$ cat src/rtl/score_ram_arbiter_pkg.sv
// Shared definitions for the score RAM arbiter: default geometry, FSM encoding
// and the fixed requester ids used by the game-side controllers.
package score_ram_pkg;

  localparam int NREQ_DEF   = 3;
  localparam int AW_DEF     = 16;
  localparam int DW_DEF     = 16;
  localparam int RD_LAT_DEF = 2;

  typedef enum logic {
    ST_IDLE  = 1'b0,
    ST_GRANT = 1'b1
  } arb_state_t;

  localparam int REQ_UPDATE     = 0;
  localparam int REQ_SCOREBOARD = 1;
  localparam int REQ_LEADER     = 2;

endpackage

$ cat src/rtl/score_ram_arbiter_if.sv
// Requester and RAM-side bus of the score RAM arbiter.
// SCORE_ARB_LOCK_EN adds the per-requester lock vector.
interface score_ram_arbiter_if import score_ram_pkg::*; #(
  parameter int NREQ = NREQ_DEF,
  parameter int AW   = AW_DEF,
  parameter int DW   = DW_DEF
) ();

  logic [NREQ-1:0]    req;
  logic [NREQ-1:0]    we;
  logic [NREQ*AW-1:0] addr;
  logic [NREQ*DW-1:0] wdata;
  logic [NREQ-1:0]    gnt;
  logic [NREQ-1:0]    rvalid;
  logic [DW-1:0]      rdata;
  logic               ram_wren;
  logic [AW-1:0]      ram_addr;
  logic [DW-1:0]      ram_data;
  logic [DW-1:0]      ram_q;
`ifdef SCORE_ARB_LOCK_EN
  logic [NREQ-1:0]    lock;

  modport slave (
    input  req, we, addr, wdata, ram_q, lock,
    output gnt, rvalid, rdata, ram_wren, ram_addr, ram_data
  );
  modport master (
    output req, we, addr, wdata, ram_q, lock,
    input  gnt, rvalid, rdata, ram_wren, ram_addr, ram_data
  );
`else
  modport slave (
    input  req, we, addr, wdata, ram_q,
    output gnt, rvalid, rdata, ram_wren, ram_addr, ram_data
  );
  modport master (
    output req, we, addr, wdata, ram_q,
    input  gnt, rvalid, rdata, ram_wren, ram_addr, ram_data
  );
`endif

endinterface

$ cat src/rtl/score_ram_arbiter_rr_pick.sv
// Combinational round-robin selector: first set request at or above the
// pointer, wrapping modulo NREQ.
module rr_pick #(
  parameter int NREQ = 3
) (
  input  logic [NREQ-1:0]         i_req,
  input  logic [$clog2(NREQ)-1:0] i_ptr,
  output logic [NREQ-1:0]         o_win,
  output logic                    o_valid
);

  localparam int PW = $clog2(NREQ);
  localparam int SW = PW + 1;
  localparam logic [SW-1:0] NREQ_W = SW'(NREQ);

  logic [SW-1:0] w_sum;
  logic [PW-1:0] w_idx;
  logic          w_hit;
  logic          w_found;

  // Walk the requesters in priority order starting at the pointer
  always_comb begin
    o_win   = {NREQ{1'b0}};
    w_found = 1'b0;
    w_sum   = {SW{1'b0}};
    w_idx   = {PW{1'b0}};
    w_hit   = 1'b0;
    for (int i = 0; i < NREQ; i++) begin
      w_sum        = {1'b0, i_ptr} + SW'(i);
      w_idx        = (w_sum >= NREQ_W) ? PW'(w_sum - NREQ_W) : PW'(w_sum);
      w_hit        = ~w_found & i_req[w_idx];
      o_win[w_idx] = o_win[w_idx] | w_hit;
      w_found      = w_found | w_hit;
    end
    o_valid = w_found;
  end

endmodule

$ cat src/rtl/score_ram_arbiter.sv
// Round-robin arbiter sharing the single-port score RAM; one access per grant,
// read data returned with a per-requester valid pulse. Option: SCORE_ARB_LOCK_EN.
module score_ram_arbiter import score_ram_pkg::*; #(
  parameter int NREQ   = NREQ_DEF,
  parameter int AW     = AW_DEF,
  parameter int DW     = DW_DEF,
  parameter int RD_LAT = RD_LAT_DEF
) (
  input  logic               clk,
  input  logic               rst,
  score_ram_arbiter_if.slave bus
);

  localparam int PW = $clog2(NREQ);
  localparam logic [NREQ-1:0] ONE_HOT0 = {{(NREQ-1){1'b0}}, 1'b1};

  arb_state_t                  r_state, w_state_nxt;
  logic [NREQ-1:0]             r_gnt, w_gnt_nxt;
  logic                        r_ram_wren, w_wren_nxt;
  logic [AW-1:0]               r_ram_addr, w_addr_nxt;
  logic [DW-1:0]               r_ram_data, w_data_nxt;
  logic [PW-1:0]               r_ptr, w_ptr_nxt;
  logic [PW-1:0]               r_win, w_win_nxt;
  logic [PW-1:0]               w_win_inc;
  logic [RD_LAT-1:0]           r_tag_vld;
  logic [RD_LAT-1:0][PW-1:0]   r_tag_id;
  logic [NREQ-1:0]             r_rvalid;
  logic [DW-1:0]               r_rdata;

  logic [NREQ-1:0]             w_pick_win;
  logic                        w_pick_vld;
  logic [PW-1:0]               w_pick_idx;
  logic [PW-1:0]               w_sel;
  logic                        w_any;
  logic                        w_lock_hit;

  rr_pick #(.NREQ(NREQ)) u_pick (
    .i_req   (bus.req),
    .i_ptr   (r_ptr),
    .o_win   (w_pick_win),
    .o_valid (w_pick_vld)
  );

  // Binary index of the round-robin winner
  always_comb begin
    w_pick_idx = {PW{1'b0}};
    for (int i = 0; i < NREQ; i++) begin
      w_pick_idx = w_pick_idx | (w_pick_win[i] ? PW'(i) : {PW{1'b0}});
    end
  end

`ifdef SCORE_ARB_LOCK_EN
  logic r_hold, w_hold_nxt;
  logic r_win_vld, w_win_vld_nxt;

  // A locked last winner keeps the bus without moving the pointer
  assign w_lock_hit = r_win_vld & bus.lock[r_win] & bus.req[r_win];
`else
  assign w_lock_hit = 1'b0;
`endif

  assign w_sel     = w_lock_hit ? r_win : w_pick_idx;
  assign w_any     = w_lock_hit | w_pick_vld;
  assign w_win_inc = (r_win == PW'(NREQ - 1)) ? {PW{1'b0}} : r_win + PW'(1'b1);

  // Next-state and next-output logic; RAM bus is zero outside GRANT
  always_comb begin
    w_state_nxt = r_state;
    w_gnt_nxt   = {NREQ{1'b0}};
    w_wren_nxt  = 1'b0;
    w_addr_nxt  = {AW{1'b0}};
    w_data_nxt  = {DW{1'b0}};
    w_ptr_nxt   = r_ptr;
    w_win_nxt   = r_win;
`ifdef SCORE_ARB_LOCK_EN
    w_hold_nxt    = r_hold;
    w_win_vld_nxt = r_win_vld;
`endif
    case (r_state)
      ST_IDLE: begin
        if (w_any) begin
          w_state_nxt = ST_GRANT;
          w_gnt_nxt   = ONE_HOT0 << w_sel;
          w_wren_nxt  = bus.we[w_sel];
          w_addr_nxt  = bus.addr[int'(w_sel)*AW +: AW];
          w_data_nxt  = bus.we[w_sel] ? bus.wdata[int'(w_sel)*DW +: DW] : {DW{1'b0}};
          w_win_nxt   = w_sel;
`ifdef SCORE_ARB_LOCK_EN
          w_hold_nxt    = w_lock_hit;
          w_win_vld_nxt = 1'b1;
`endif
        end else begin
          w_state_nxt = ST_IDLE;
        end
      end
      ST_GRANT: begin
        w_state_nxt = ST_IDLE;
`ifdef SCORE_ARB_LOCK_EN
        w_ptr_nxt   = r_hold ? r_ptr : w_win_inc;
`else
        w_ptr_nxt   = w_win_inc;
`endif
      end
      default: begin
        w_state_nxt = ST_IDLE;
      end
    endcase
  end

  // State and registered RAM/grant outputs
  always_ff @(posedge clk) begin
    if (!rst) begin
      r_state    <= ST_IDLE;
      r_gnt      <= {NREQ{1'b0}};
      r_ram_wren <= 1'b0;
      r_ram_addr <= {AW{1'b0}};
      r_ram_data <= {DW{1'b0}};
      r_ptr      <= {PW{1'b0}};
      r_win      <= {PW{1'b0}};
`ifdef SCORE_ARB_LOCK_EN
      r_hold     <= 1'b0;
      r_win_vld  <= 1'b0;
`endif
    end else begin
      r_state    <= w_state_nxt;
      r_gnt      <= w_gnt_nxt;
      r_ram_wren <= w_wren_nxt;
      r_ram_addr <= w_addr_nxt;
      r_ram_data <= w_data_nxt;
      r_ptr      <= w_ptr_nxt;
      r_win      <= w_win_nxt;
`ifdef SCORE_ARB_LOCK_EN
      r_hold     <= w_hold_nxt;
      r_win_vld  <= w_win_vld_nxt;
`endif
    end
  end

  // Read-tag pipeline tracks each read to its q cycle, then returns it
  always_ff @(posedge clk) begin
    if (!rst) begin
      r_tag_vld <= {RD_LAT{1'b0}};
      r_tag_id  <= '0;
      r_rvalid  <= {NREQ{1'b0}};
      r_rdata   <= {DW{1'b0}};
    end else begin
      r_tag_vld[0] <= (r_state == ST_GRANT) & ~r_ram_wren;
      r_tag_id[0]  <= r_win;
      for (int k = 1; k < RD_LAT; k++) begin
        r_tag_vld[k] <= r_tag_vld[k-1];
        r_tag_id[k]  <= r_tag_id[k-1];
      end
      r_rvalid <= r_tag_vld[RD_LAT-1] ? (ONE_HOT0 << r_tag_id[RD_LAT-1]) : {NREQ{1'b0}};
      r_rdata  <= r_tag_vld[RD_LAT-1] ? bus.ram_q : r_rdata;
    end
  end

  assign bus.gnt      = r_gnt;
  assign bus.rvalid   = r_rvalid;
  assign bus.rdata    = r_rdata;
  assign bus.ram_wren = r_ram_wren;
  assign bus.ram_addr = r_ram_addr;
  assign bus.ram_data = r_ram_data;

endmodule
$ cat src/flat_wrapper.sv
// flat-port wrapper written by rule: the top's interface ports become plain ports
module score_ram_arbiter_flat import score_ram_pkg::*;
#(
  parameter int NREQ   = NREQ_DEF,
  parameter int AW     = AW_DEF,
  parameter int DW     = DW_DEF,
  parameter int RD_LAT = RD_LAT_DEF
)
  (clk, rst, bus_req, bus_we, bus_addr, bus_wdata, bus_ram_q, bus_gnt, bus_rvalid, bus_rdata, bus_ram_wren, bus_ram_addr, bus_ram_data);
  score_ram_arbiter_if #(.NREQ(NREQ), .AW(AW), .DW(DW)) bus_i ();
  input  logic clk;
  input  logic rst;
  input wire logic [$bits(bus_i.req)-1:0] bus_req;
  input wire logic [$bits(bus_i.we)-1:0] bus_we;
  input wire logic [$bits(bus_i.addr)-1:0] bus_addr;
  input wire logic [$bits(bus_i.wdata)-1:0] bus_wdata;
  input wire logic [$bits(bus_i.ram_q)-1:0] bus_ram_q;
  output wire logic [$bits(bus_i.gnt)-1:0] bus_gnt;
  output wire logic [$bits(bus_i.rvalid)-1:0] bus_rvalid;
  output wire logic [$bits(bus_i.rdata)-1:0] bus_rdata;
  output wire logic [$bits(bus_i.ram_wren)-1:0] bus_ram_wren;
  output wire logic [$bits(bus_i.ram_addr)-1:0] bus_ram_addr;
  output wire logic [$bits(bus_i.ram_data)-1:0] bus_ram_data;
  assign bus_i.req = bus_req;
  assign bus_i.we = bus_we;
  assign bus_i.addr = bus_addr;
  assign bus_i.wdata = bus_wdata;
  assign bus_i.ram_q = bus_ram_q;
  assign bus_gnt = bus_i.gnt;
  assign bus_rvalid = bus_i.rvalid;
  assign bus_rdata = bus_i.rdata;
  assign bus_ram_wren = bus_i.ram_wren;
  assign bus_ram_addr = bus_i.ram_addr;
  assign bus_ram_data = bus_i.ram_data;
  score_ram_arbiter #(.NREQ(NREQ), .AW(AW), .DW(DW), .RD_LAT(RD_LAT)) u_core (.clk(clk), .rst(rst), .bus(bus_i));
endmodule
$ cat config.mk
export PLATFORM = sky130hd
export DESIGN_NAME = score_ram_arbiter_flat
export DESIGN_NICKNAME = d
export VERILOG_FILES = /design/src/rtl/score_ram_arbiter_pkg.sv /design/src/rtl/score_ram_arbiter_if.sv /design/src/rtl/score_ram_arbiter_rr_pick.sv /design/src/rtl/score_ram_arbiter.sv /design/src/flat_wrapper.sv
export SDC_FILE = /design/constraint.sdc
export NUM_CORES = 1
export LEC_CHECK = 0
export CORE_UTILIZATION = 34
export DETAILED_ROUTE_END_ITERATION = 8
export MAX_ROUTING_LAYER = met4
export PLACE_DENSITY = 0.8
export SETUP_SLACK_MARGIN = 0.5
export SLEW_MARGIN = 20
export SYNTH_ARGS = -nofsm -noshare
export SYNTH_HDL_FRONTEND = slang
export SYNTH_SLANG_ARGS = --single-unit
$ cat constraint.sdc
create_clock -name clk -period 2.45 [get_ports clk]
set_clock_uncertainty 0.1 [all_clocks]
set_input_delay 0.49 -clock clk [delete_from_list [all_inputs] [get_ports clk]]
set_output_delay 0.49 -clock clk [all_outputs]
set_load 0.02 [all_outputs]
Word-level counts from Yosys, hierarchy flattened
Index checks and enable logic that the tools add are counted.
{"block": "word_totals", "word_cells": 87, "register_bits": 66, "input_bits": 120, "out_inout_bits": 55}
{"block": "classes", "n_shift": 4, "order_cmp": 10, "n_eq_ne": 1, "mux": 30, "n_bitwise": 17, "add_sub_neg": 6, "n_reduce_logical": 7}
{"cell": "$shiftx 48x7->16", "n": 2}
{"cell": "$bmux 1 s2", "n": 7}
{"cell": "$lt 2x3->1 const B", "n": 4}
{"cell": "$mux 1", "n": 12}
{"cell": "$mux 2", "n": 5}
{"cell": "$not 1->1", "n": 7}
{"cell": "$bwmux 3", "n": 2}
{"cell": "$demux 1 s2", "n": 3}
{"cell": "$ge 2x1->1 const B", "n": 3}
{"cell": "$ge 3x2->1 const B", "n": 2}
{"cell": "$shl 1x2->3 const A", "n": 2}
{"cell": "$sub 2x2->2 const B", "n": 3}
{"cell": "$or 1x1->1", "n": 5}
{"cell": "$reduce_and 2->1", "n": 2}
{"cell": "$reduce_or 4->1", "n": 1}
{"cell": "$add 2x1->3 const B", "n": 1}
{"cell": "$add 2x2->3 const B", "n": 1}
{"cell": "$and 1x1->1", "n": 3}
{"cell": "$and 3x3->3", "n": 1}
{"cell": "$logic_and 1x1->1", "n": 3}
{"cell": "$reduce_or 3->1", "n": 1}
{"cell": "$add 2x1->2 const B", "n": 1}
{"cell": "$eq 2x2->1 const B", "n": 1}
{"cell": "$ge 2x2->1 const B", "n": 1}
{"cell": "other kinds (2)", "n": 2}

Logic depth before layout (Yosys ltp)
Gate-level depths: netlist of the first run.
{"block": "logic_depth", "depth_word": 21, "depth_mapped": 10, "mapped_depth_nobuf": 7}

Cells and area by module
From an unflattened synthesis of the first run, not the netlist that was laid out.
{"block": "hier_totals", "hier_cells": 317, "area_unflattened_um2": 3131.8}
{"module": "score_ram_arbiter", "n_inst": 1, "area_per_inst_um2": 2852.7, "cells_each": 275, "seq_area_each_um2": 1321.3}
{"module": "rr_pick", "n_inst": 1, "area_per_inst_um2": 279.0, "cells_each": 42, "seq_area_each_um2": 0.0}

Worst setup path before layout of the first run
OpenSTA, ideal clock, no wires.
{"block": "synth_path", "path_type": "register to register", "startpoint": "register u_core.r_ptr[0]", "endpoint": "register u_core.r_ram_data[10], in the netlist u_core.bus.ram_data[10]", "setup_slack_ns": 0.088, "arrival_time_ns": 2.145, "path_buffers": 2, "t_required_ns": 2.233, "stages_incl_launch_ff": 10, "period_less_slack_ns": 2.362, "cell_sequence": "dfxtp_1 > inv_1 > ha_1 > buf_2 > mux2i_1 > nor2_1 > o41ai_4 > nor3_4 > buf_6 > a32o_1"}
{"block": "synth_between", "elab_chain_cells": 21}
{"element": "start, declared", "line": "score_ram_arbiter.sv:22", "text": "logic [PW-1:0] r_ptr, w_ptr_nxt;"}
{"element": "start signal, assigned", "line": "score_ram_arbiter.sv:118", "text": "r_ptr <= {PW{1'b0}};"}
{"element": "start signal, assigned", "line": "score_ram_arbiter.sv:130", "text": "r_ptr <= w_ptr_nxt;"}
{"element": "branches (longest 21 deep; another with $lt 2x3->1)"}
{"element": "end signal, assigned", "line": "score_ram_arbiter.sv:117", "text": "r_ram_data <= {DW{1'b0}};"}
{"element": "end signal, assigned", "line": "score_ram_arbiter.sv:129", "text": "r_ram_data <= w_data_nxt;"}
{"element": "end, declared", "line": "score_ram_arbiter.sv:21", "text": "logic [DW-1:0] r_ram_data, w_data_nxt;"}
Parallel ways; which one is timed is not known. The select of a mux whose other input is x is not followed.
A chain may end at the register's enable or synchronous reset.

Worst setup path in the final report of the first run
{"block": "layout_path", "startpoint": "register u_core.r_ptr[0]", "endpoint": "register u_core.r_ram_addr[4], in the netlist u_core.bus.ram_addr[4]"}
{"block": "layout_between", "elab_chain_cells": 18}
{"element": "$sub 2x2->2 or $ge 2x2->1 (tied branches)", "line": "score_ram_arbiter_rr_pick.sv:30", "text": "w_idx = (w_sum >= NREQ_W) ? PW'(w_sum - NREQ_W) : PW'(w_sum);"}
{"element": "$mux 2", "line": "score_ram_arbiter_rr_pick.sv:30"}
{"element": "$lt 2x3->1 (not written as such) or $ge 2x1->1 (tied branches)", "line": "score_ram_arbiter_rr_pick.sv:32", "text": "o_win[w_idx] = o_win[w_idx] | w_hit;"}
{"element": "$logic_and 1x1->1 (not written as such)", "line": "score_ram_arbiter_rr_pick.sv:32"}
{"element": "$mux 1 (not written as such)", "line": "score_ram_arbiter_rr_pick.sv:32"}
{"element": "$demux 1 s2", "line": "score_ram_arbiter_rr_pick.sv:32"}
{"element": "$and 3x3->3 (no line)"}
{"element": "$bmux 1 s2", "line": "score_ram_arbiter_rr_pick.sv:32"}
{"element": "[2 not listed]"}
{"element": "$bwmux 3", "line": "score_ram_arbiter_rr_pick.sv:32"}
{"element": "$bmux 1 s2", "line": "score_ram_arbiter_rr_pick.sv:32"}
{"element": "$mux 1 (not written as such)", "line": "score_ram_arbiter_rr_pick.sv:32"}
{"element": "$or 1x1->1", "line": "score_ram_arbiter_rr_pick.sv:32"}
{"element": "$bwmux 3", "line": "score_ram_arbiter_rr_pick.sv:32"}
{"element": "$mux 1 or $mux 2 (tied branches)", "line": "score_ram_arbiter.sv:48", "text": "w_pick_idx = w_pick_idx | (w_pick_win[i] ? PW'(i) : {PW{1'b0}});"}
{"element": "$or 2x2->2", "line": "score_ram_arbiter.sv:48"}
{"element": "$shiftx 48x7->16", "line": "score_ram_arbiter.sv:85", "text": "w_addr_nxt = bus.addr[int'(w_sel)*AW +: AW];"}
{"element": "end signal, assigned", "line": "score_ram_arbiter.sv:116", "text": "r_ram_addr <= {AW{1'b0}};"}
{"element": "end signal, assigned", "line": "score_ram_arbiter.sv:128", "text": "r_ram_addr <= w_addr_nxt;"}
{"element": "end, declared", "line": "score_ram_arbiter.sv:20", "text": "logic [AW-1:0] r_ram_addr, w_addr_nxt;"}
Several ways; a longest one is shown, not always the timed one. The select of a mux whose other input is x is not followed.

==> results.py, run 1 <==
metrics = {
    "sta": {
        "fin_ws_ns": 0.193,
        "relSlewSlack_pct": 55.8,
        "worst_pin_slew_ns": 0.661,
        "fin_crit_ns": 2.26,
        "hold_violations": 0,
        "rsz0062_at_grt": "true",
        "timing.final.crit_share_pct": 92.1,
        "fin_tns_setup_ns": 0,
        "max_clock_freq_mhz": 443,
        "setup_violations": 0,
        "drv_slew": 0,
    },
    "worst_setup_path": {
        "worstSetupPathType": "register to register",
        "critical-path-slowest-cell": "dfxtp_2",
        "r2r_setup_slack_ns": 0.19,
        "path_cells": "buf_4, ha_4, nor4b_4, nor3_2, o32ai_4, buf_12, buf_12, nor3_4, buf_4, o2bb2ai_1",
        "cp_max_fo": 9,
        "reg2reg_to": "u_core.bus.ram_addr[4]$_SDFF_PP0_",
        "start_kind": "register",
        "crit_arrival_ns": 2.35,
        "reg2reg_depth": 10,
        "timing.rr.start": "u_core.r_ptr[0]$_SDFFE_PN0P_",
        "cp-end-kind": "register",
        "crit_path_max_incr_delay_ns": 0.33,
        "required_ns": 2.55,
    },
    "routing": {
        "topRoutingLayerUsed": "met4",
        "drc": 0,
        "via_per_inst": 4.81,
        "met1_length_mm": 3.39,
        "dr.pass1.iters": 4,
        "drt_iter0_markers": 39,
        "met2WireLength_mm": 4.72,
        "met3WireLength_um": 566,
        "wl_per_cell_um": 14.9,
        "routed_wl_mm": 8.81,
        "antenna_left": 0,
        "vias": 2846,
    },
    "global_routing": {
        "grt-ovfl-total": 0,
        "antenna_found_initial": 0,
        "grt_pass1_vias": 2844,
        "grt_max_degree": 28,
        "grt_pass1_wl_mm": 13.2,
        "grt_usage_pct": 19.5,
    },
    "synth": {
        "netlist_area_sq_um": 2990,
        "synth_ff_type": "dfxtp_1",
        "syn_nets": 404,
        "synth_cells": 281,
        "synth_edf_count": 0,
        "synth_cell_type_count": 36,
        "ys_seq_area_share_pct": 44.2,
        "syn_avg_cell_area_sq_um": 10.6,
        "ys_async_sr_fraction_pct": 0,
        "synth-seq-cells": 66,
        "yosysWarningCount": 0,
    },
    "die": {
        "initial_utilization_pct": 35.8,
        "die_y_um": 95.7,
        "dieArea_sq_um": 9170,
        "rows": 33,
        "core_sq_um": 8340,
        "ioPinCount": 175,
        "die_w_um": 95.7,
    },
    "run_status": {
        "status": "finished clean",
    },
    "hold_path": {
        "min_from": "u_core.bus.ram_wren$_SDFF_PP0_",
        "holdPathEnd": "u_core.r_tag_vld[0]$_SDFF_PN0_",
        "holdPathStages": 1,
        "hold_class": "register to register",
    },
    "finish": {
        "antennaDiodeCount": 0,
        "fill_cells": 685,
        "multiInputGateArea_sq_um": 1600,
        "instances_no_fill": 592,
        "syn_to_final_growth_pct": 83.1,
        "seq_area_sq_um": 1320,
        "nets": 605,
        "final_cell_area_sq_um": 5470,
        "drive_above_1_share_pct": 15.4,
    },
    "pwr": {
        "vdd_drop_max_mv": 0.401,
        "p_per_area_nw_per_um2": 612,
        "totalPowerFinal_mw": 3.35,
        "p_leak_nw": 2.03,
    },
    "clock_network": {
        "clock_path_buffers": 2,
        "cts_hold_buffers": 0,
        "cts_root_buf": "clkbuf_8",
        "clkSinkCount": 66,
        "htree_levels": 3,
        "cts.clk_slew.worst_paths_ns": 0.07,
        "clock_latency_ns": 0.32,
        "cts_tree": "done",
        "cts-buffers-inserted": 9,
    },
    "flow_run": {
        "maxCapViolations": 0,
    },
    "place": {
        "post_dp_cell_area_sq_um": 4920,
        "dp.cells": 561,
        "port_buffers": 174,
        "hpwl_mm": 6.39,
        "place_ws_ns": -0.310,
        "gp_congestion": 0.782,
    },
}
## critical path: cells and delay by family, from the launching register on
family	cells	cell delay [ns]
buffers and inverters	4	0.63
AO/OA/AOI/OAI	2	0.47
AND/OR/NAND/NOR	3	0.41
flip-flops	1	0.33
adder cells (fa/ha/maj)	1	0.19
## layout by cell type (no fill, tap or decap), types with 2 or more instances in the layout
cell type,instances
clkbuf_8,9
clkinv_4,2
nor3b_1,2
mux2i_1,52
nand2b_1,2
dlygate4sd2_1,2
ha_4,2
nor2b_1,22
o2bb2ai_1,17
o41ai_4,2
dfxtp_2,2
a32o_1,16
nor2_1,3
a21oi_1,2
buf_12,5
buf_4,25
nor3_1,4
clkbuf_16,3
bufinv_16,3
mux2i_2,2
nand2_1,36
dfxtp_1,64
nor3_4,2
nand2b_4,2
buf_6,4
clkdlybuf4s50_1,172
inv_1,5
and2_1,6
## where the power goes
group / switching, mW / total (mW) / internal, mW
registers: 0.0319 / 1.19 / 1.16
logic: 0.447 / 1.05 / 0.605
clock network: 0.422 / 1.10 / 0.680
## logic make-up after synthesis
logic type	synth area share, %
AO/OA/AOI/OAI	14.8
adder cells (fa/ha/maj)	1.26
buffers and inverters	5.86
flip-flops	44.2
multiplexers	18.2
AND/OR/NAND/NOR	15.6
## synth_stat cells (all sizes together), types with 2 or more instances
master    n  area [sq um]
ha        3          37.5
nand2b    4          25.0
o41ai     2          36.3
dfxtp    66          1320
and2      6          37.5
o22ai     2          18.8
a32o     16           160
o2bb2ai  18           164
mux2i    54           544
clkbuf    9          33.8
inv       6          22.5
buf      12           119
a21oi     2          10.0
a21boi    2          15.0
nor2      4          17.5
nand2    36           135
nor3      7          57.6
nor3b     3          22.5
nor2b    22           138
## registers in the layout (all words and copies together), names as in the netlist
name / count
u_core.bus.gnt: 3
u_core.bus.ram_addr: 16
u_core.bus.ram_data: 16
u_core.bus.ram_wren: 1
u_core.bus.rdata: 16
u_core.bus.rvalid: 3
u_core.r_ptr: 2
u_core.r_state: 1
u_core.r_tag_id: 4
u_core.r_tag_vld: 2
u_core.r_win: 2
## layer usage
| layer | up-vias | global-route usage (%) |
|---|---|---|
| met5 | - | - |
| li1 | 1409 | - |
| met1 | 1311 | 19.8 |
| met2 | 114 | 36.4 |
| met3 | 12 | 5.37 |
| met4 | 0 | 5.72 |
## area by class of cell
class	count	share of cell area, %
Clock buffer	10	2.33
Clock inverter	6	2.10
Inverter	6	0.412
Multi-Input combinational cell	188	29.3
Sequential cell	66	24.2
Tap cell	105	2.40
Timing Repair Buffer	211	39.2
## worst max path at each step
stage | start | endpoint | slack, ns | cells after the start
after CTS | u_core.r_ptr[0]$_SDFFE_PN0P_ | u_core.bus.ram_data[13]$_SDFF_PP0_ | 0.22 | 10
after floorplan | u_core.r_ptr[0]$_SDFFE_PN0P_ | u_core.bus.ram_data[10]$_SDFF_PP0_ | 0.14 | 10
final | u_core.r_ptr[0]$_SDFFE_PN0P_ | u_core.bus.ram_addr[4]$_SDFF_PP0_ | 0.19 | 10
after detailed placement | bus_req[2] | u_core.bus.ram_data[12]$_SDFF_PP0_ | -0.31 | 6
after global routing | u_core.r_ptr[0]$_SDFFE_PN0P_ | u_core.bus.ram_data[2]$_SDFF_PP0_ | 0.08 | 11
after global placement | bus_req[2] | u_core.bus.ram_data[5]$_SDFF_PP0_ | -0.25 | 6
## stage by stage
step | hold WS (ns) | utilization (%)
floorplan | 0.312 | -
global placement | 0.312 | 59.0
detailed placement | 0.309 | 59.0
CTS | 0.318 | 63.6
global route | 0.343 | 65.6
finish | 0.329 | 65.6
## timing repair
action	4_1_cts	5_1_grt
cloned	0	3
setup buffers	8	4
gates resized for setup	12	12
setup endpoints to repair	39	38
pin swaps	4	9
Note: power is estimated with default switching activity, not from simulation.
==> run 2: changes to the inputs <==
==> constraint.sdc (replaced) <==
create_clock -name clk -period 2.07 [get_ports clk]
set_clock_uncertainty 0.1 [all_clocks]
set_input_delay 0.414 -clock clk [delete_from_list [all_inputs] [get_ports clk]]
set_output_delay 0.414 -clock clk [all_outputs]
set_load 0.02 [all_outputs]
==> results.py, run 2 (synthesis gave the netlist of run 1 again) <==
metrics = {
    "sta": {
        "hold_violations": 0,
        "timing.final.crit_share_pct": 112,
        "drv_slew": 0,
        "fin_tns_setup_ns": -6.36,
        "max_clock_freq_mhz": 432,
        "fin_crit_ns": 2.32,
        "worst_pin_slew_ns": 0.336,
        "relSlewSlack_pct": 77.5,
        "fin_ws_ns": -0.245,
        "rsz0062_at_grt": "true",
        "setup_violations": 37,
    },
    "worst_setup_path": {
        "crit_arrival_ns": 2.44,
        "r2r_setup_slack_ns": -0.25,
        "cp-end-kind": "register",
        "reg2reg_to": "u_core.bus.ram_data[6]$_SDFF_PP0_",
        "timing.rr.start": "u_core.r_ptr[0]$_SDFFE_PN0P_",
        "cp_max_fo": 8,
        "worstSetupPathType": "register to register",
        "reg2reg_depth": 11,
        "start_kind": "register",
        "required_ns": 2.20,
    },
    "global_routing": {
        "grt_pass1_vias": 2909,
        "grt_usage_pct": 20.3,
        "grt_max_degree": 28,
        "antenna_found_initial": 0,
        "grt_pass1_wl_mm": 13.6,
        "grt-ovfl-total": 0,
    },
    "run_status": {
        "status": "finished, violations left",
        "violations": "negative setup slack",
    },
    "die": {
        "die_w_um": 95.7,
        "ioPinCount": 175,
        "rows": 33,
        "die_y_um": 95.7,
        "initial_utilization_pct": 35.8,
        "dieArea_sq_um": 9170,
        "core_sq_um": 8340,
    },
    "routing": {
        "drt_iter0_markers": 87,
        "drc": 0,
        "via_per_inst": 4.85,
        "dr.pass1.iters": 4,
        "wl_per_cell_um": 15.4,
        "antenna_left": 0,
        "routed_wl_mm": 9.23,
        "vias": 2914,
    },
    "place": {
        "place_ws_ns": -0.652,
        "dp.cells": 572,
        "post_dp_cell_area_sq_um": 5080,
        "port_buffers": 174,
        "hpwl_mm": 6.85,
        "gp_congestion": 0.731,
    },
    "finish": {
        "finish.utilization_pct": 66.9,
        "final_cell_area_sq_um": 5580,
        "instances_no_fill": 601,
        "nets": 614,
        "drive_above_1_share_pct": 19.4,
        "syn_to_final_growth_pct": 86.9,
        "layout.cells.most_common_list": "118 x clkdlybuf4s50_1, 64 x dfxtp_1, 47 x mux2i_1, 47 x dlygate4sd2_1, 35 x nand2_1",
        "final_common_cell": "clkdlybuf4s50_1",
        "antennaDiodeCount": 0,
    },
    "clock_network": {
        "cts-buffers-inserted": 9,
        "cts.clk_slew.worst_paths_ns": 0.08,
        "cts_root_buf": "clkbuf_8",
        "clkSinkCount": 66,
        "htree_levels": 3,
        "cts_tree": "done",
        "clock_latency_ns": 0.33,
        "clock_path_buffers": 2,
    },
    "hold_path": {
        "holdPathStages": 1,
        "hold_class": "register to register",
        "holdPathEnd": "u_core.r_tag_vld[0]$_SDFF_PN0_",
        "min_from": "u_core.bus.ram_wren$_SDFF_PP0_",
    },
    "pwr": {
        "p_per_area_nw_per_um2": 712,
        "vdd_drop_max_mv": 0.445,
        "p_leak_nw": 2.30,
    },
    "flow_run": {
        "maxCapViolations": 0,
    },
}
run 2: cell count changes in the layout (fill, tap and decap cells not counted), sizes merged:
cell	delta
clkdlybuf4s50	-54
dlygate4sd2	+45
clkdlybuf4s15	+8
buf	+11
clkbuf	-1
run 2: final cells by class:
| class | instances | area, sq um |
|---|---|---|
| tap | 105 | 131 |
| clock buffer | 10 | 128 |
| inverter | 6 | 22.5 |
| clock inverter | 6 | 115 |
| multi-input combinational | 188 | 1680 |
| timing repair buffer | 220 | 2180 |
| fill | 654 | 2760 |
| sequential | 66 | 1330 |
run 2: power breakdown:
| group | total [mW] | internal [mW] | switching, mW |
|---|---|---|---|
| Clock | 1.32 | 0.805 | 0.514 |
| Combinational | 1.25 | 0.696 | 0.550 |
| Sequential | 1.41 | 1.37 | 0.0384 |
| Total | 3.98 | 2.87 | 1.10 |
run 2: worst max-delay path by stage:
stage | start | end | slack (ns) | cells past startpoint
after floorplan | u_core.r_ptr[0]$_SDFFE_PN0P_ | u_core.bus.ram_data[10]$_SDFF_PP0_ | -0.18 | 10
after global placement | bus_req[2] | u_core.bus.ram_data[5]$_SDFF_PP0_ | -0.59 | 8
after detailed placement | bus_req[0] | u_core.bus.ram_data[15]$_SDFF_PP0_ | -0.65 | 8
after CTS | u_core.r_ptr[1]$_SDFFE_PN0P_ | u_core.bus.ram_data[6]$_SDFF_PP0_ | -0.17 | 10
after global routing | u_core.r_ptr[0]$_SDFFE_PN0P_ | u_core.bus.ram_data[6]$_SDFF_PP0_ | -0.30 | 11
final | u_core.r_ptr[0]$_SDFFE_PN0P_ | u_core.bus.ram_data[6]$_SDFF_PP0_ | -0.25 | 11
run 2: repair_timing:
item                                   4_1_cts  5_1_grt
cloned                                       0        1
setup endpoints to repair                   94       48
hold buffers                                 0        0
buffers inserted                             6        6
resized for setup                           79       28
endpoints found under the hold margin        0        0
pin swaps                                    4        6
run 2: metrics by stage:
stage	hold WS [ns]	total power, mW
final	0.313	3.98
after CTS	0.322	3.93
after global placement	0.317	2.57
after detailed placement	0.317	2.60
after floorplan	0.312	2.02
after global routing	0.329	4.15
run 2: per-layer routing:
layer | part of all wire (%) | track usage, % | wire length, um | vias to the layer above
li1 | - | - | - | 1422
met1 | 37 | 20.6 | 3440 | 1341
met2 | 53 | 37.1 | 4930 | 134
met3 | 7.0 | 5.61 | 645 | 17
met4 | 2.4 | 7.21 | 221 | 0
met5 | 0 | - | 0 | -
run 2: worst max-delay path: stages (launching register included):
cell       delay [ns]
dfxtp_4          0.38
inv_2            0.05
ha_4             0.31
buf_4            0.12
mux2i_1          0.25
nor2_2           0.09
o41ai_4          0.20
buf_4            0.20
buf_6            0.12
nor2_4           0.04
clkbuf_16        0.16
a32o_1           0.20
==> run 3: changes to the inputs <==
--- a/config.mk
+++ b/config.mk
@@ -5,10 +5,10 @@
 export SDC_FILE = /design/constraint.sdc
 export NUM_CORES = 1
 export LEC_CHECK = 0
-export CORE_UTILIZATION = 34
+export CORE_UTILIZATION = 27
 export DETAILED_ROUTE_END_ITERATION = 8
 export MAX_ROUTING_LAYER = met4
-export PLACE_DENSITY = 0.8
+export PLACE_DENSITY = 0.67
 export SETUP_SLACK_MARGIN = 0.5
 export SLEW_MARGIN = 20
 export SYNTH_ARGS = -nofsm -noshare
==> results.py, run 3 (synthesis gave the netlist of run 1 again) <==
metrics = {
    "run_status": {
        "status": "finished, violations left",
        "violations": "negative setup slack",
    },
    "sta": {
        "hold_violations": 0,
        "fin_tns_setup_ns": -4.62,
        "setup_violations": 36,
        "drv_slew": 0,
        "timing.final.crit_share_pct": 109,
        "fin_ws_ns": -0.191,
        "max_clock_freq_mhz": 442,
        "fin_crit_ns": 2.26,
        "worst_pin_slew_ns": 0.339,
        "relSlewSlack_pct": 77.3,
        "rsz0062_at_grt": "true",
    },
    "clock_network": {
        "clkSinkCount": 66,
        "cts-buffers-inserted": 9,
        "cts_hold_buffers": 0,
        "htree_levels": 3,
        "cts_root_buf": "clkbuf_8",
        "clock_path_buffers": 2,
        "cts.clk_slew.worst_paths_ns": 0.07,
        "clock_latency_ns": 0.33,
        "cts_tree": "done",
    },
    "global_routing": {
        "grt_pass1_vias": 2973,
        "grt_usage_pct": 16.4,
        "antenna_found_initial": 0,
        "grt_max_degree": 28,
        "grt_pass1_wl_mm": 14.2,
        "grt-ovfl-total": 0,
    },
    "finish": {
        "layout.cells.most_common_list": "118 x clkdlybuf4s50_1, 64 x dfxtp_1, 50 x dlygate4sd2_1",
        "finish.utilization_pct": 52.6,
        "multiInputGateArea_sq_um": 1690,
        "instances_no_fill": 638,
        "fill_cells": 958,
        "antennaDiodeCount": 0,
        "final_common_cell": "clkdlybuf4s50_1",
        "syn_to_final_growth_pct": 89.9,
        "nets": 617,
        "seq_area_sq_um": 1330,
        "drive_above_1_share_pct": 19.5,
    },
    "worst_setup_path": {
        "reg2reg_depth": 10,
        "start_kind": "register",
        "timing.rr.start": "u_core.r_ptr[0]$_SDFFE_PN0P_",
        "cp-startpoint": "u_core.r_ptr[0]$_SDFFE_PN0P_",
        "r2r_setup_slack_ns": -0.19,
        "required_ns": 2.20,
        "crit_path_max_incr_delay_ns": 0.37,
        "critical-path-slowest-cell": "dfxtp_4",
        "path_cells": "inv_2, ha_4, and4bb_2, nor3_2, buf_4, o32ai_4, buf_12, buf_16, mux2i_4, o2bb2ai_1",
        "path_delay_family": "buffers and inverters",
        "cp-end-kind": "register",
        "cp_max_fo": 8,
        "worstSetupPathType": "register to register",
        "critPathBufInv": 4,
        "crit_arrival_ns": 2.39,
        "reg2reg_to": "u_core.bus.ram_addr[10]$_SDFF_PP0_",
    },
    "routing": {
        "dr.pass1.iters": 4,
        "drt_iter0_markers": 73,
        "vias": 2881,
        "drc": 0,
        "antenna_left": 0,
        "wl_per_cell_um": 14.6,
        "routed_wl_mm": 9.31,
        "via_per_inst": 4.52,
    },
    "hold_path": {
        "holdPathStages": 1,
        "hold_class": "register to register",
        "min_from": "u_core.r_tag_id[0]$_SDFF_PN0_",
        "holdPathEnd": "u_core.r_tag_id[2]$_SDFF_PN0_",
    },
    "die": {
        "core_sq_um": 10800,
        "ioPinCount": 175,
        "die_w_um": 107,
        "dieArea_sq_um": 11500,
        "die_y_um": 107,
        "initial_utilization_pct": 27.7,
        "rows": 38,
    },
    "pwr": {
        "p_per_area_nw_per_um2": 664,
        "vdd_drop_max_mv": 0.287,
        "p_leak_nw": 2.34,
        "totalPowerFinal_mw": 3.77,
    },
    "place": {
        "dp.cells": 606,
        "hpwl_mm": 6.61,
        "gp_congestion": 0.748,
        "port_buffers": 174,
    },
    "flow_run": {
        "maxCapViolations": 0,
    },
}
-- run 3: cell types whose count changed in the layout (fill, tap and decap cells not counted), sizes merged --
cell	previous run	this run
clkdlybuf4s15	8	5
dlygate4sd2	47	50
buf	45	47
bufinv	3	1
clkbuf	12	13
clkinv	2	3
-- run 3: worst reg2reg max path: stages (launching register included) --
cell,delay (ns)
dfxtp_4,0.37
inv_2,0.05
ha_4,0.24
and4bb_2,0.30
nor3_2,0.04
buf_4,0.14
o32ai_4,0.25
buf_12,0.20
buf_16,0.16
mux2i_4,0.25
o2bb2ai_1,0.08
-- run 3: metrics by stage --
| stage | area, sq um | setup slack [ns] | hold WS (ns) |
|---|---|---|---|
| 2_1_floorplan | 3080 | -0.179 | 0.312 |
| 3_3_place_gp | 5130 | -0.599 | 0.315 |
| 3_5_place_dp | 5130 | -0.659 | 0.318 |
| 4_1_cts | 5560 | -0.197 | 0.338 |
| 5_1_grt | 5680 | -0.293 | 0.352 |
| 6_report | 5680 | -0.191 | 0.333 |
-- run 3: final cells by class --
type	count	share of cell area (%)
Timing Repair Buffer	223	40.1
Multi-Input combinational cell	188	29.8
Sequential cell	66	23.4
Tap cell	140	3.09
Clock buffer	10	2.25
Clock inverter	5	0.992
Inverter	6	0.397
-- run 3: what timing repair did --
item,4_1_cts,5_1_grt
buffers inserted,9,3
cloned,3,2
resized for setup,91,12
setup endpoints to repair,94,45
pin swaps,22,19
-- run 3: routing by layer --
metal  track usage [%]  part of all wire (%)
met5                 -                     0
met4              5.97                   1.4
met3              4.07                   7.5
met2              28.5                    50
met1              18.2                    41
-- run 3: worst max-delay path by stage --
stage,to,slack [ns],cells past startpoint
floorplan,u_core.bus.ram_data[10]$_SDFF_PP0_,-0.18,10
global placement,u_core.bus.ram_wren$_SDFF_PP0_,-0.60,9
detailed placement,u_core.bus.ram_data[7]$_SDFF_PP0_,-0.66,8
CTS,u_core.bus.ram_data[7]$_SDFF_PP0_,-0.20,10
global route,u_core.bus.ram_data[8]$_SDFF_PP0_,-0.29,10
finish,u_core.bus.ram_addr[10]$_SDFF_PP0_,-0.19,10
-- run 3: power by group --
group          total, mW  switching (mW)  internal, mW
Combinational       1.32           0.570         0.751
Clock               1.04           0.492         0.548
Sequential          1.41          0.0359          1.37
